--- config.mk ---
export PLATFORM = sky130hd
export DESIGN_NAME = ssd_scan_controller
export DESIGN_NICKNAME = d
export VERILOG_FILES = /design/src/rtl/ssd_scan_controller.sv
export SDC_FILE = /design/constraint.sdc
export NUM_CORES = 1
export LEC_CHECK = 0
export ABC_AREA = 1
export CORE_MARGIN = 4
export CORE_UTILIZATION = 54
export DETAILED_ROUTE_END_ITERATION = 6
export DONT_BUFFER_PORTS = 1
export PLACE_DENSITY = 0.68
export SLEW_MARGIN = 20
export SYNTH_ARGS = -nofsm -noshare
export SYNTH_HDL_FRONTEND = slang
export SYNTH_SLANG_ARGS = --single-unit
export TNS_END_PERCENT = 5
--- constraint.sdc ---
create_clock -name clk -period 8.5 [get_ports clk]
set_input_delay 1.7 -clock clk [delete_from_list [all_inputs] [get_ports clk]]
set_output_delay 1.7 -clock clk [all_outputs]
set_load 0.05 [all_outputs]
--- src/rtl/ssd_scan_controller.sv ---
// ssd_scan_controller
//   Time-multiplexed seven-segment display driver. Scans NUM_DIGITS
//   common-anode digits, one slot of SCAN_DIV clocks per digit, with the
//   first BLANK_CYCLES of every slot held dark to suppress ghosting.
//   New display data is captured into a staging buffer on `load` and copied
//   into the active buffer only at a frame boundary, so a frame never mixes
//   old and new contents.
//
// Optional feature macro: SSD_BRIGHTNESS_EN
//   Adds the `brightness` port and a 3-bit PWM gate on the lit anode.
//   Without it, there is no PWM logic and lit digits are on for the whole
//   unblanked part of their slot.
//
// Ports
//   clk          system clock
//   reset        asynchronous, active-high reset
//   load         strobe; captures digits_in / digit_en_in / dp_in into staging
//   digits_in    hex nibble per digit, digit i = [4i+3:4i] (digit 0 rightmost)
//   digit_en_in  per-digit enable (0 = dark, slot still consumed)
//   dp_in        per-digit decimal point (1 = lit)
//   brightness   (SSD_BRIGHTNESS_EN only) 0 = 1/8 duty, 7 = full
//   busy         staged data waiting for the next frame boundary
//   anode        active-low digit selects
//   ssdOut       active-low segments {g,f,e,d,c,b,a}
//   dp           active-low decimal point
//   frame_tick   1-cycle pulse in the first cycle of each frame
//
// Handshake: `load` has no ready. Any cycle with load=1 is accepted and
// overwrites staging (last write wins); `busy` reports that staging holds
// data not yet shown and drops in the cycle after the transfer.
module ssd_scan_controller #(
    parameter int NUM_DIGITS   = 8,
    parameter int SCAN_DIV     = 100000,
    parameter int BLANK_CYCLES = 200
) (
    input  logic                    clk,
    input  logic                    reset,
    input  logic                    load,
    input  logic [4*NUM_DIGITS-1:0] digits_in,
    input  logic [NUM_DIGITS-1:0]   digit_en_in,
    input  logic [NUM_DIGITS-1:0]   dp_in,
`ifdef SSD_BRIGHTNESS_EN
    input  logic [2:0]              brightness,
`endif
    output logic                    busy,
    output logic [NUM_DIGITS-1:0]   anode,
    output logic [6:0]              ssdOut,
    output logic                    dp,
    output logic                    frame_tick
);

    localparam int PW = (SCAN_DIV > 1) ? $clog2(SCAN_DIV) : 1;
    localparam int IW = (NUM_DIGITS > 1) ? $clog2(NUM_DIGITS) : 1;
    localparam logic [PW-1:0] PCNT_LAST = PW'(SCAN_DIV - 1);
    localparam logic [PW-1:0] BLANK     = PW'(BLANK_CYCLES);
    localparam logic [IW-1:0] IDX_LAST  = IW'(NUM_DIGITS - 1);

    logic [PW-1:0]           pcnt;
    logic [IW-1:0]           idx;
    logic [4*NUM_DIGITS-1:0] stg_digits, act_digits;
    logic [NUM_DIGITS-1:0]   stg_en, act_en;
    logic [NUM_DIGITS-1:0]   stg_dp, act_dp;

    logic                    frame_end;
    logic                    gate;
    logic                    lit;
    logic [3:0]              cur_nib;
    logic [NUM_DIGITS-1:0]   sel;

`ifdef SSD_BRIGHTNESS_EN
    logic [2:0] pwm;
    logic [2:0] bright_act;
    assign gate = (pwm <= bright_act);
`else
    assign gate = 1'b1;
`endif

    function automatic logic [6:0] seg7(input logic [3:0] n);
        logic [6:0] s;
        case (n)
            4'h0: s = 7'b1000000;
            4'h1: s = 7'b1111001;
            4'h2: s = 7'b0100100;
            4'h3: s = 7'b0110000;
            4'h4: s = 7'b0011001;
            4'h5: s = 7'b0010010;
            4'h6: s = 7'b0000010;
            4'h7: s = 7'b1111000;
            4'h8: s = 7'b0000000;
            4'h9: s = 7'b0010000;
            4'hA: s = 7'b0001000;
            4'hB: s = 7'b0000011;
            4'hC: s = 7'b1000110;
            4'hD: s = 7'b0100001;
            4'hE: s = 7'b0000110;
            default: s = 7'b0001110;
        endcase
        return s;
    endfunction

    // Last cycle of the last digit slot; everything frame-related keys off this.
    assign frame_end = (pcnt == PCNT_LAST) && (idx == IDX_LAST);

    always_comb begin
        sel      = '0;
        sel[idx] = 1'b1;
        cur_nib  = act_digits[{idx, 2'b00} +: 4];
        lit      = (pcnt >= BLANK) && act_en[idx] && gate;
    end

    always_ff @(posedge clk or posedge reset) begin
        if (reset) begin
            pcnt       <= '0;
            idx        <= '0;
            stg_digits <= '0;
            stg_en     <= '0;
            stg_dp     <= '0;
            act_digits <= '0;
            act_en     <= '0;
            act_dp     <= '0;
            busy       <= 1'b0;
            anode      <= '1;
            ssdOut     <= 7'h7F;
            dp         <= 1'b1;
            frame_tick <= 1'b0;
`ifdef SSD_BRIGHTNESS_EN
            pwm        <= '0;
            bright_act <= 3'd7;
`endif
        end else begin
            if (pcnt == PCNT_LAST) begin
                pcnt <= '0;
                idx  <= (idx == IDX_LAST) ? '0 : idx + IW'(1);
            end else begin
                pcnt <= pcnt + PW'(1);
            end

            frame_tick <= frame_end;

            // Transfer reads the pre-edge staging contents, so a load landing
            // in the boundary cycle stays staged and re-asserts busy below.
            if (frame_end && busy) begin
                act_digits <= stg_digits;
                act_en     <= stg_en;
                act_dp     <= stg_dp;
                busy       <= 1'b0;
            end
            if (load) begin
                stg_digits <= digits_in;
                stg_en     <= digit_en_in;
                stg_dp     <= dp_in;
                busy       <= 1'b1;
            end

            // Only the current slot's anode can be low, so at most one digit is driven.
            anode  <= lit ? ~sel : '1;
            ssdOut <= lit ? seg7(cur_nib) : 7'h7F;
            dp     <= lit ? ~act_dp[idx] : 1'b1;

`ifdef SSD_BRIGHTNESS_EN
            pwm <= pwm + 3'd1;
            if (frame_end) begin
                bright_act <= brightness;
            end
`endif
        end
    end

endmodule
==> impl_metrics.csv <==
group,metric,value,unit
yosys,synth_area_leaders,"dfrtp_1, nand2_1, dfstp_2",
route,wirelength,11.5,mm
route,via_per_inst,5.04,
clocking,insertion_delay,530,ps
yosys,synth_cells,724,
hold_path,min_path_cells,2,
yosys,synth_edf_count,0,
placement,post-dp-hpwl,7.88,mm
clocking,htree_num_levels,4,
layout,regArea,3370,um2
pwr,vdd_drop_max,0.000234,V
route,drc_errors,0,
layout,fin_util,60.5,%
route,wl_per_cell,13.3,um
clocking,numCtsBuffers,17,
yosys,synth-seq-cells,134,
yosys,synth_top_flop_cell,"dfrtp_1",
hold_path,worstHoldStart,"act_digits[25]$_DFFE_PP0P_",
yosys,synthTopCellsByCount,"nand2_1, dfrtp_1, inv_1",
yosys,yosys_warnings,0,
clocking,cts_tree,"done",
worst_setup_path,r2r_cells,9,
floorplan,core_area,10800,um2
yosys,yosysTopAreaCell,"dfrtp_1",
global_routing,grt_pass1_wl,20.2,mm
sta,setup_viol,0,
floorplan,ioPinCount,69,
global_routing,antenna_found_initial,0,
global_routing,grt-ovfl-total,0,
worst_setup_path,cp.required,6800,ps
yosys,synth_top_area_share,49.2,%
placement,gp_congestion,0.898,
yosys,seq_area_frac_synth,56.2,%
floorplan,num_rows,38,
layout,n_antenna_cell,0,
sta,finalHoldViolCount,0,
placement,placed_cells,837,
layout,area_delta_synth_final,9.33,%
worst_setup_path,arrival,1210,ps
hold_path,min_path_type,"reg -> reg",
sta,slew_headroom,42.5,%
worst_setup_path,cp-start-kind,"flip-flop",
route,firstDrtPassIters,6,
clocking,clk_pin_slew_worst_paths,60,ps
clocking,cts_resized,0,
placement,portBuffers,0,
yosys,yosysUniqueCellTypes,29,
clocking,cts_root_buffer,"clkbuf_8",
yosys,syn-num-nets,784,
floorplan,start_util,55.3,%
yosys,syn_area_per_cell,8.28,um2
clocking,cts_buffer_depth,2,
sta,max_freq,0.343,GHz
worst_setup_path,critPathMaxFanout,1,
layout,multi_input_area,2100,um2
floorplan,die_h,113,um
pwr,fin_total_pwr,0.00135,W
global_routing,grt_max_degree,98,
clocking,clock-sinks,134,
worst_setup_path,regToRegEndpoint,"anode[3]$_DFF_PP1_",
sta,fin_skew,5.98,ps
pwr,power.density,206,nW/um2
sta,final.setup.tns,0,ps
status,status,"finished clean",
route,ant_nets,0,
yosys,postSynth.asyncResetShare,100,%
floorplan,chipWidth,113,um
clocking,postCtsSetupBuffers,0,
worst_setup_path,worst-setup-path-type,"reg -> out",
pwr,power.leakage,3.25,nW
sta,slew_viol_final,0,
global_routing,grt_pass1_vias,4388,
worst_setup_path,worst-r2r-setup-slack,6050,ps
layout,final_layout_size_suffix_gt1_share,8.38,%
layout,fillers,965,
route,drtIter0Drc,415,
global_routing,grt_usage,19.7,%
hold_path,min_to,"act_digits[25]$_DFFE_PP0P_",
layout,fin_cells,868,
worst_setup_path,worstSetupEndpointType,"output port",
floorplan,dieArea,12900,um2
yosys,syn_area,6000,um2
worst_setup_path,timing.rr.start,"idx[0]$_DFFE_PP0N_",
sta,finalCritPeriodShare,34.3,%
clocking,cts_hold_buf,0,
layout,layout.nets,776,
sta,min_period,2910,ps
sta,tightestPinTransition,863,ps
flow_run,cap_violations,0,
sta,rsz0062_at_grt,"false",
yosys,yosysMostFrequentCell,"nand2_1",
route,vias,4374,
-- state kept, by name, indices dropped and copies added (netlist names) --
signal	cells
frame_tick	1
act_digits	32
stg_dp	8
stg_digits	32
ssdOut	7
busy	1
act_dp	8
dp	1
pcnt	17
stg_en	8
anode	8
act_en	8
idx	3
-- final cells by class --
type	instances	area share [%]
clock buffers	21	6.70
clock inverters	10	1.26
multi-input cells	465	32.1
well taps	140	2.67
repair buffers	3	0.344
flip-flops and latches	134	51.5
inverters	95	5.48
-- power by group --
part,switching (W),internal [W]
combinational,0.0000305,0.0000101
clock,0.000258,0.000390
sequential,0.00000517,0.000659
-- per-stage QoR --
step           cell area, um2  hold slack, ps  setup WS [ps]
3_3_place_gp             6030             473           5370
2_1_floorplan            6000             455           3240
6_report                 6560             490           5590
3_5_place_dp             6030             478           5330
4_1_cts                  6560             493           5560
5_1_grt                  6560             512           5540
-- layout by cell type, fill, tap and decap left out, types with 7 or more instances in the layout --
master / instances
ha_1: 9
nor2_1: 48
inv_1: 88
nand3_1: 26
dfrtp_1: 118
o21ai_1: 50
dfstp_2: 16
nor3_1: 7
nand2_1: 236
clkbuf_16: 16
o21ai_0: 59
-- cell families after synthesis --
logic type | share of synthesized area [%]
buf+inv | 8.66
xor+xnor | 1.17
flops | 56.2
simple gates | 22.2
compound gates | 9.89
fa+ha+maj | 1.88
-- per-layer routing --
layer / track usage [%] / vias to the layer above / wire length, um
li1: - / 2234 / -
met1: 26.7 / 2029 / 5470
met2: 30.3 / 98 / 5310
met3: 6.37 / 13 / 567
met4: 6.49 / 0 / 153
met5: 0 / - / 0
-- worst max path at each step --
| stage | startpoint | endpoint | slack (ps) | cells past startpoint |
|---|---|---|---|---|
| 3_3_place_gp | reset | stg_dp[5]$_DFFE_PP0P_ | 5370 | 2 |
| 4_1_cts | anode[4]$_DFF_PP1_ | anode[4] | 5560 | 0 |
| 2_1_floorplan | reset | act_digits[0]$_DFFE_PP0P_ | 3240 | 1 |
| 6_report | anode[0]$_DFF_PP1_ | anode[0] | 5590 | 0 |
| 5_1_grt | ssdOut[2]$_DFF_PP1_ | ssdOut[2] | 5540 | 0 |
| 3_5_place_dp | reset | stg_dp[4]$_DFFE_PP0P_ | 5330 | 2 |
Note: power is estimated with default switching activity, not from simulation.
